[src/rtl/game_pkg.sv]
// Shared types and helpers for the multi-player game schedulers.
package game_pkg;

  typedef enum logic [1:0] {
    IDLE = 2'd0,
    PLAY = 2'd1,
    OVER = 2'd2
  } state_t;

  localparam logic [3:0] DEFAULT_WIN_THRESHOLD = 4'b1000;

  // Index width for n players, never narrower than one bit.
  function automatic int unsigned player_w(input int unsigned n);
    return (n < 2) ? 1 : int'($clog2(n));
  endfunction

endpackage

[src/rtl/player_scheduler_if.sv]
// Player-side bus of the turn scheduler: per-player inputs and muxed display outputs.
interface player_scheduler_if
  import game_pkg::*;
#(
  parameter int unsigned NUM_PLAYERS = 4,
  parameter int unsigned STATUS_W    = 4,
  parameter int unsigned POS_W       = 4
);
  localparam int unsigned PLAYER_W = player_w(NUM_PLAYERS);

  logic                            start;
  logic [NUM_PLAYERS*STATUS_W-1:0] status_in;
  logic [NUM_PLAYERS*POS_W-1:0]    position_in;
  logic [NUM_PLAYERS-1:0]          enables;
  logic [PLAYER_W-1:0]             current_player;
  logic [STATUS_W-1:0]             status_code;
  logic [POS_W-1:0]                position;
  logic                            slot_start;
  logic                            win;
  logic [PLAYER_W-1:0]             winner;
  logic                            game_over;

  modport master (
    output start, status_in, position_in,
    input  enables, current_player, status_code, position,
           slot_start, win, winner, game_over
  );

  modport slave (
    input  start, status_in, position_in,
    output enables, current_player, status_code, position,
           slot_start, win, winner, game_over
  );

endinterface

[src/rtl/rr_next_enabled.sv]
// Combinational circular priority search: first set bit of enables at or after start_idx.
module rr_next_enabled
  import game_pkg::*;
#(
  parameter  int unsigned NUM   = 4,
  localparam int unsigned IDX_W = player_w(NUM)
) (
  input  logic [NUM-1:0]   enables,
  input  logic [IDX_W-1:0] start_idx,
  output logic [IDX_W-1:0] next_idx_c,
  output logic             found_c
);

  logic [31:0] probe;

  // Walk NUM positions from start_idx, wrapping past NUM-1 back to 0.
  always_comb begin
    next_idx_c = '0;
    found_c    = 1'b0;
    probe      = '0;
    for (int unsigned i = 0; i < NUM; i++) begin
      probe = (32'(start_idx) + 32'(i)) % 32'(NUM);
      if (!found_c && enables[probe[IDX_W-1:0]]) begin
        found_c    = 1'b1;
        next_idx_c = probe[IDX_W-1:0];
      end
    end
  end

endmodule

[src/rtl/player_scheduler.sv]
// Time-slice scheduler rotating a turn slot across players, retiring winners and ending the game.
module player_scheduler
  import game_pkg::*;
#(
  parameter int unsigned NUM_PLAYERS   = 4,
  parameter int unsigned TICK_DIV      = 10000,
  parameter int unsigned STATUS_W      = 4,
  parameter int unsigned POS_W         = 4,
  parameter int unsigned WIN_THRESHOLD = 32'(DEFAULT_WIN_THRESHOLD),
  parameter int unsigned STOP_AT       = 1
) (
  input logic               clk,
  input logic               rst,
  player_scheduler_if.slave bus
);

  localparam int unsigned PLAYER_W = player_w(NUM_PLAYERS);
  localparam int unsigned CNT_W    = (TICK_DIV < 2) ? 1 : int'($clog2(TICK_DIV));
  localparam logic [CNT_W-1:0]    CNT_LAST    = CNT_W'(TICK_DIV - 1);
  localparam logic [PLAYER_W-1:0] LAST_PLAYER = PLAYER_W'(NUM_PLAYERS - 1);

  state_t                 state;
  logic [CNT_W-1:0]       tick_cnt;
  logic [NUM_PLAYERS-1:0] enables_q;
  logic [PLAYER_W-1:0]    cur_q;
  logic [PLAYER_W-1:0]    winner_q;
  logic [STATUS_W-1:0]    status_q;
  logic [POS_W-1:0]       pos_q;
  logic                   slot_start_q;
  logic                   win_q;
  logic                   game_over_q;

  logic                   slot_end_c;
  logic                   win_c;
  logic                   stop_c;
  logic [NUM_PLAYERS-1:0] enables_upd_c;
  logic [PLAYER_W-1:0]    search_start_c;
  logic [PLAYER_W-1:0]    next_player_c;
  logic                   next_found_c;

  function automatic int unsigned count_ones(input logic [NUM_PLAYERS-1:0] v);
    int unsigned n;
    n = 0;
    for (int unsigned i = 0; i < NUM_PLAYERS; i++) n += 32'(v[i]);
    return n;
  endfunction

  // Slot-end evaluation: retire the current player on a win, then decide advance vs. game end.
  always_comb begin
    slot_end_c     = (state == PLAY) && (tick_cnt == CNT_LAST);
    win_c          = slot_end_c && enables_q[cur_q] && (32'(status_q) > WIN_THRESHOLD);
    enables_upd_c  = enables_q;
    if (win_c) enables_upd_c[cur_q] = 1'b0;
    search_start_c = (cur_q == LAST_PLAYER) ? '0 : PLAYER_W'(cur_q + 1'b1);
    stop_c         = count_ones(enables_upd_c) <= STOP_AT;
  end

  rr_next_enabled #(
    .NUM (NUM_PLAYERS)
  ) u_next (
    .enables    (enables_upd_c),
    .start_idx  (search_start_c),
    .next_idx_c (next_player_c),
    .found_c    (next_found_c)
  );

  always_ff @(posedge clk or negedge rst) begin
    if (!rst) begin
      state        <= IDLE;
      tick_cnt     <= '0;
      enables_q    <= '1;
      cur_q        <= '0;
      winner_q     <= '0;
      status_q     <= '0;
      pos_q        <= '0;
      slot_start_q <= 1'b0;
      win_q        <= 1'b0;
      game_over_q  <= 1'b0;
    end else begin
      win_q        <= 1'b0;
      slot_start_q <= 1'b0;

      // Display mux follows the slot owner whenever a game is in progress or finished.
      if (state != IDLE) begin
        status_q <= bus.status_in[32'(cur_q)*STATUS_W +: STATUS_W];
        pos_q    <= bus.position_in[32'(cur_q)*POS_W +: POS_W];
      end

      // A start request overrides whatever the slot end would have done.
      if (bus.start) begin
        state        <= PLAY;
        enables_q    <= '1;
        tick_cnt     <= '0;
        cur_q        <= '0;
        game_over_q  <= 1'b0;
        slot_start_q <= 1'b1;
      end else begin
        case (state)
          IDLE: ;
          PLAY: begin
            if (slot_end_c) begin
              tick_cnt  <= '0;
              enables_q <= enables_upd_c;
              if (win_c) begin
                win_q    <= 1'b1;
                winner_q <= cur_q;
              end
              if (stop_c) begin
                state       <= OVER;
                game_over_q <= 1'b1;
              end else begin
                slot_start_q <= 1'b1;
                if (next_found_c) cur_q <= next_player_c;
              end
            end else begin
              tick_cnt <= CNT_W'(tick_cnt + 1'b1);
            end
          end
          OVER: ;
          default: state <= IDLE;
        endcase
      end
    end
  end

  assign bus.enables        = enables_q;
  assign bus.current_player = cur_q;
  assign bus.status_code    = status_q;
  assign bus.position       = pos_q;
  assign bus.slot_start     = slot_start_q;
  assign bus.win            = win_q;
  assign bus.winner         = winner_q;
  assign bus.game_over      = game_over_q;

endmodule

[src/flat_wrapper.sv]
// flat-port wrapper written by rule: the top's interface ports become plain ports
module player_scheduler_flat import game_pkg::*;
#(
  parameter int unsigned NUM_PLAYERS   = 4,
  parameter int unsigned TICK_DIV      = 10000,
  parameter int unsigned STATUS_W      = 4,
  parameter int unsigned POS_W         = 4,
  parameter int unsigned WIN_THRESHOLD = 32'(DEFAULT_WIN_THRESHOLD),
  parameter int unsigned STOP_AT       = 1
)
  (clk, rst, bus_start, bus_status_in, bus_position_in, bus_enables, bus_current_player, bus_status_code, bus_position, bus_slot_start, bus_win, bus_winner, bus_game_over);
  player_scheduler_if #(.NUM_PLAYERS(NUM_PLAYERS), .STATUS_W(STATUS_W), .POS_W(POS_W)) bus_i ();
  input logic clk;
  input logic rst;
  input wire logic [$bits(bus_i.start)-1:0] bus_start;
  input wire logic [$bits(bus_i.status_in)-1:0] bus_status_in;
  input wire logic [$bits(bus_i.position_in)-1:0] bus_position_in;
  output wire logic [$bits(bus_i.enables)-1:0] bus_enables;
  output wire logic [$bits(bus_i.current_player)-1:0] bus_current_player;
  output wire logic [$bits(bus_i.status_code)-1:0] bus_status_code;
  output wire logic [$bits(bus_i.position)-1:0] bus_position;
  output wire logic [$bits(bus_i.slot_start)-1:0] bus_slot_start;
  output wire logic [$bits(bus_i.win)-1:0] bus_win;
  output wire logic [$bits(bus_i.winner)-1:0] bus_winner;
  output wire logic [$bits(bus_i.game_over)-1:0] bus_game_over;
  assign bus_i.start = bus_start;
  assign bus_i.status_in = bus_status_in;
  assign bus_i.position_in = bus_position_in;
  assign bus_enables = bus_i.enables;
  assign bus_current_player = bus_i.current_player;
  assign bus_status_code = bus_i.status_code;
  assign bus_position = bus_i.position;
  assign bus_slot_start = bus_i.slot_start;
  assign bus_win = bus_i.win;
  assign bus_winner = bus_i.winner;
  assign bus_game_over = bus_i.game_over;
  player_scheduler #(.NUM_PLAYERS(NUM_PLAYERS), .TICK_DIV(TICK_DIV), .STATUS_W(STATUS_W), .POS_W(POS_W), .WIN_THRESHOLD(WIN_THRESHOLD), .STOP_AT(STOP_AT)) u_core (.clk(clk), .rst(rst), .bus(bus_i));
endmodule
[config.mk]
export PLATFORM = sky130hd
export DESIGN_NAME = player_scheduler_flat
export DESIGN_NICKNAME = d
export VERILOG_FILES = /design/src/rtl/game_pkg.sv /design/src/rtl/player_scheduler_if.sv /design/src/rtl/rr_next_enabled.sv /design/src/rtl/player_scheduler.sv /design/src/flat_wrapper.sv
export SDC_FILE = /design/constraint.sdc
export NUM_CORES = 1
export LEC_CHECK = 0
export BUFFER_PORTS_ARGS = -buffer_cell sky130_fd_sc_hd__buf_4
export CORE_MARGIN = 4
export CORE_UTILIZATION = 49
export CTS_CLUSTER_DIAMETER = 80
export DETAILED_ROUTE_END_ITERATION = 8
export PLACE_DENSITY = 0.78
export SLEW_MARGIN = 20
export SYNTH_ARGS = -nofsm -noshare
export SYNTH_HDL_FRONTEND = slang
export SYNTH_SLANG_ARGS = --single-unit
[constraint.sdc]
create_clock -name clk -period 2.9 [get_ports clk]
set_input_delay 0.87 -clock clk [delete_from_list [all_inputs] [get_ports clk]]
set_output_delay 0.87 -clock clk [all_outputs]
set_load 0.01 [all_outputs]
Word level (Yosys, flattened, before mapping)

Cells that the tools add are included.

Magnitude comparators: 8
Reduce and logical (&&, ||, !) cells: 22
Bitwise operators: 3
Eq/ne operators: 8
Shifts and indexed selects: 2
Mux-type cells: 49
Add/subtract/negate cells: 8

Operator list:

| operator                                                                      | number |
|---|---|
| 32-bit by 1-bit adder with 32-bit output                                      | 2 |
| 14-bit two-way mux                                                            | 3 |
| 32-bit by 1-bit <= comparator with 1-bit output (second input constant)       | 1 |
| 16-bit by 5-bit indexed part select with 4-bit output                         | 2 |
| 2-bit two-way mux                                                             | 13 |
| 1-bit two-way mux                                                             | 22 |
| 4-bit two-way mux                                                             | 4 |
| 2-bit by 3-bit less-than comparator with 1-bit output (second input constant) | 5 |
| 14-bit by 1-bit adder with 14-bit output (second input constant)              | 1 |
| 14-bit equality test (second input constant)                                  | 1 |
| 1-bit binary-select mux with 2-bit select                                     | 5 |
| 2-bit nonzero test                                                            | 5 |
| 4-bit AND reduction                                                           | 2 |
| 1-bit logical AND                                                             | 7 |
| 3-bit by 2-bit inequality test with 1-bit output (second input constant)      | 2 |
| 3-bit AND reduction                                                           | 2 |
| 2-bit by 1-bit adder with 2-bit output (second input constant)                | 2 |
| 2-bit adder (second input constant)                                           | 2 |
| 4-bit AND                                                                     | 1 |
| 2-bit equality test (second input constant)                                   | 2 |
| 4-bit greater-than comparator (second input constant)                         | 1 |
| 4-bit NOT                                                                     | 1 |
| 2-bit one-hot mux with 2 select lines                                         | 1 |
| 1-bit zero test                                                               | 3 |
| 10 further kinds                                                              | 10 |

Word-level logic and storage cells: 110
Output and inout bits: 19
Input bits: 35
Register bits after elaboration: 35

Longest topological paths before layout

Word-level depth: 24
Mapped depth: 13
Mapped depth without buffers: 12

Modules after synthesis

A second synthesis with hierarchy kept.

Cells, all modules: 190
Area total of the unflattened synthesis: 2,074.5 µm²

By module, submodules not included:

| module           | area each (µm²) | sequential area each (µm²) | instances | cells an instance |
|---|---|---|---|---|
| player_scheduler | 1,996.9         | 880.8                      | 1         | 175 |
| rr_next_enabled  | 77.6            | 0.0                        | 1         | 15 |

Least setup slack after synthesis

OpenSTA, ideal clock, no wires.

Kind: register to register
From: reg u_core.cur_q[0] (netlist: u_core.bus.current_player[0])
To: reg u_core.cur_q[1] (netlist: u_core.bus.current_player[1])
Data required time: 2.780 ns
Cell stages (with the launch flop): 14
Arrival: 2.873 ns
Slack: -0.093 ns
Setup time: 0.120 ns
Path through: dfrtp_1 buf_1 inv_1 ha_1 nand2_1 o31ai_1 inv_1 ha_1 ha_1 nand2_1 a21oi_1 o31ai_1 nor3b_1 a31o_1

Cells in the longest elaborated chain, start to end: 24
Elaborated cells on any way between the ends: 52

Ends and longest elaborated chain:

| item                                                                              | RTL line                | text |
|---|---|---|
| start, declared                                                                   | player_scheduler.sv:25  | `logic [PLAYER_W-1:0] cur_q;` |
| start signal, assigned                                                            | player_scheduler.sv:113 | `if (next_found_c) cur_q <= next_player_c;` |
| branches (longest 24 deep; another with 32-bit by 1-bit adder with 32-bit output) | -                       |  |

Parallel ways; which one is timed is not known. The select of a mux whose other input is x is not followed.
A chain may end at the register's enable or synchronous reset.

Worst setup path after layout

Same ends and word-level chain as after synthesis.

==> flow_summary.toml <==
[logic_synthesis]
synth_cell_types = 61
seq_area_frac_synth = 0.3812
syn_nets = 268
syn_inst = 226
synth_ff_type = "dfrtp_1"
syn_area_mm2 = 0.002311
yosysWarningCount = 0
avgSynthCellArea_um2 = 10.23
synth_edf_count = 0
synth-async-reset-ratio = 1.000
ys_ff_latch = 35

[floorplanning]
initial_utilization = 0.5200
ios = 54
die_area_mm2 = 0.005879
die_x_um = 76.68
die_y_um = 76.68
core.rowCount = 24
fp.coreArea_mm2 = 0.004444

[grt]
grt_pass1_vias = 2032
grt_first_pass_wirelength_mm = 9.639
overflow = 0
grt_use_total = 0.2034
antenna_found_initial = 0
grt_start_max_net_pins = 36

[timing]
hold_viol_final = 0
slew_headroom = 0.4993
period_minus_slack_ps = 2722
setup_viol = 0
rsz0062_at_grt = "no"
finalSetupTns_ps = 0
fmax_mhz = 367.4
tightest_slew_ps = 748.3
clock-skew-final_ps = 5.668
final-max-slew-violation-count = 0
fin_crit_sh = 0.9386

[setup_path]
crit_fanout = 7
setup.worst_path.start = "u_core.bus.current_player[0]"
cp-end-kind = "flip-flop"
r2r_start = "u_core.bus.current_player[0]"
crit_arrival_ps = 2900
crit_required_ps = 3080
critical_path_class = "flip-flop to flip-flop"
rrSetupSlack_ps = 180
crit_path_start_kind = "flip-flop"
ff2ff_path_depth = 11

[clock_network]
cts.clk_slew.worst_paths_ps = 70
insertion_delay_ps = 290
clkSinkCount = 35
cts_tree = "built"
numCtsBuffers = 5
cts-root-buf = "clkbuf_8"
clock_path_buffers = 2
cts_htree_levels = 2

[layout]
fillers = 361
drive_gt1_frac = 0.3966
finalNetCount = 336
final_common_cell = "buf_4"
final_cell_area_mm2 = 0.002985
syn2layout_area_growth_pct = 29.18
diodes = 0
most-common-layout-cells = "71 x buf_4, 31 x dfrtp_1, 23 x nand2_1, 21 x o21ai_0, 15 x nor2_1"
fin_cells = 347
final_util = 0.6717

[min_path]
hp-start = "u_core.tick_cnt[13]"
whs_path_depth = 1
hold_class = "flip-flop to flip-flop"

[placed_design]
routabilityCongestion = 0.9477
dp_hpwl_mm = 4.390
placed_area_mm2 = 0.002856
io_buffers = 53
place_inst = 337

[detailed_routing]
detail_route.wl_per_cell_um = 16.32
first_pass_iters = 4
first_iter_violations = 149
vias = 2065
drc_errors = 0
viasPerCell = 5.951
drt-total-wl_mm = 5.664
drt.antenna.violating_nets = 0

[power_and_ir_drop]
leakage_nw = 1.330
powerDensity_mw_per_mm2 = 331.9
peakVddDrop_mv = 0.2434
total_power_uw = 990.9

[flow_run]
maxCapViolCount = 0

[outcome]
status = "finished clean"
## where the power goes
part	internal (mW)	switching, mW
sequential	0.498	0.00747
clock	0.217	0.169
combinational	0.0585	0.0405
total	0.774	0.217
## logic make-up after synthesis
group | Yosys count | share of synthesized area
xor gates and xnor gates | 2 | 0.007581
and+or+nand+nor | 82 | 0.2101
muxes | 20 | 0.1397
DFF | 35 | 0.3812
buffers and inverters | 19 | 0.03519
AOI/OAI and AO/OA | 61 | 0.1884
adders and majority gates | 7 | 0.03790
## cells in the mapped netlist, types with 3 or more instances
library cell,number,area [µm²]
mux2_2,8,90.09
a21oi_1,6,30.03
mux2i_1,3,30.03
dfstp_2,4,105.1
nand3_1,5,25.02
inv_1,7,26.28
nand3b_1,3,22.52
and3_1,6,37.54
nor2_1,15,56.30
clkbuf_1,6,22.52
nand2_1,23,86.33
mux4_2,9,202.7
dfrtp_1,31,775.7
ha_1,7,87.58
o31ai_1,7,52.55
nand2b_1,6,37.54
o21ai_0,21,105.1
nor2b_1,3,18.77
a31oi_1,4,25.02
## state kept, by name (all words and copies together), names as in the netlist
| signal | count |
|---|---|
| u_core.tick_cnt | 14 |
| u_core.bus.enables | 4 |
| u_core.bus.position | 4 |
| u_core.bus.status_code | 4 |
| u_core.bus.current_player | 2 |
| u_core.bus.winner | 2 |
| u_core.state | 2 |
| u_core.bus.game_over | 1 |
| u_core.bus.slot_start | 1 |
| u_core.bus.win | 1 |
## worst paths after layout
path | end
setup / recovery | u_core.bus.current_player[1]
hold / removal | u_core.tick_cnt[13]
max in group asynchronous | u_core.bus.enables[3]
setup reg to reg | u_core.bus.current_player[1]
min in group asynchronous | u_core.tick_cnt[9]
hold reg to reg | u_core.tick_cnt[13]
## layout make-up
| class | instances | area (µm²) | area share |
|---|---|---|---|
| Multi-Input combinational cell | 172 | 1373 | 0.4598 |
| Clock buffer | 8 | 100.1 | 0.03353 |
| Tap cell | 52 | 65.06 | 0.02179 |
| Inverter | 9 | 33.78 | 0.01132 |
| Timing Repair Buffer | 71 | 533.0 | 0.1785 |
| Sequential cell | 35 | 880.8 | 0.2951 |
## worst max-delay path: stages (launching register included)
cell	delay, ps
dfrtp_1	500
mux4_2	600
nand2_1	140
o31ai_4	70
inv_2	90
ha_1	240
ha_1	270
nand2_1	80
a21oi_2	160
o31ai_1	110
nor3b_1	170
a31o_1	180
## through the flow
| step | hold WS (ps) | setup slack (ps) |
|---|---|---|
| 2_1_floorplan | 437.5 | 57.19 |
| 3_3_place_gp | 469.8 | 216.0 |
| 3_5_place_dp | 479.6 | 101.9 |
| 4_1_cts | 495.5 | 90.37 |
| 5_1_grt | 524.2 | 33.93 |
| 6_report | 485.6 | 178.1 |
## what timing repair did
action,in CTS,in global routing
hold buffers,0,0
gates resized for setup,0,3
endpoints found under the setup margin,0,1
buffers inserted,0,2
## layer usage
metal | wire, µm | global-route usage | part of all wire
met5 | 0 | 0 | 0
met4 | 123 | 0.08333 | 0.022
met3 | 390 | 0.04333 | 0.069
met2 | 2875 | 0.3397 | 0.51
met1 | 2273 | 0.2553 | 0.40
(Power assumes the default switching activity.)
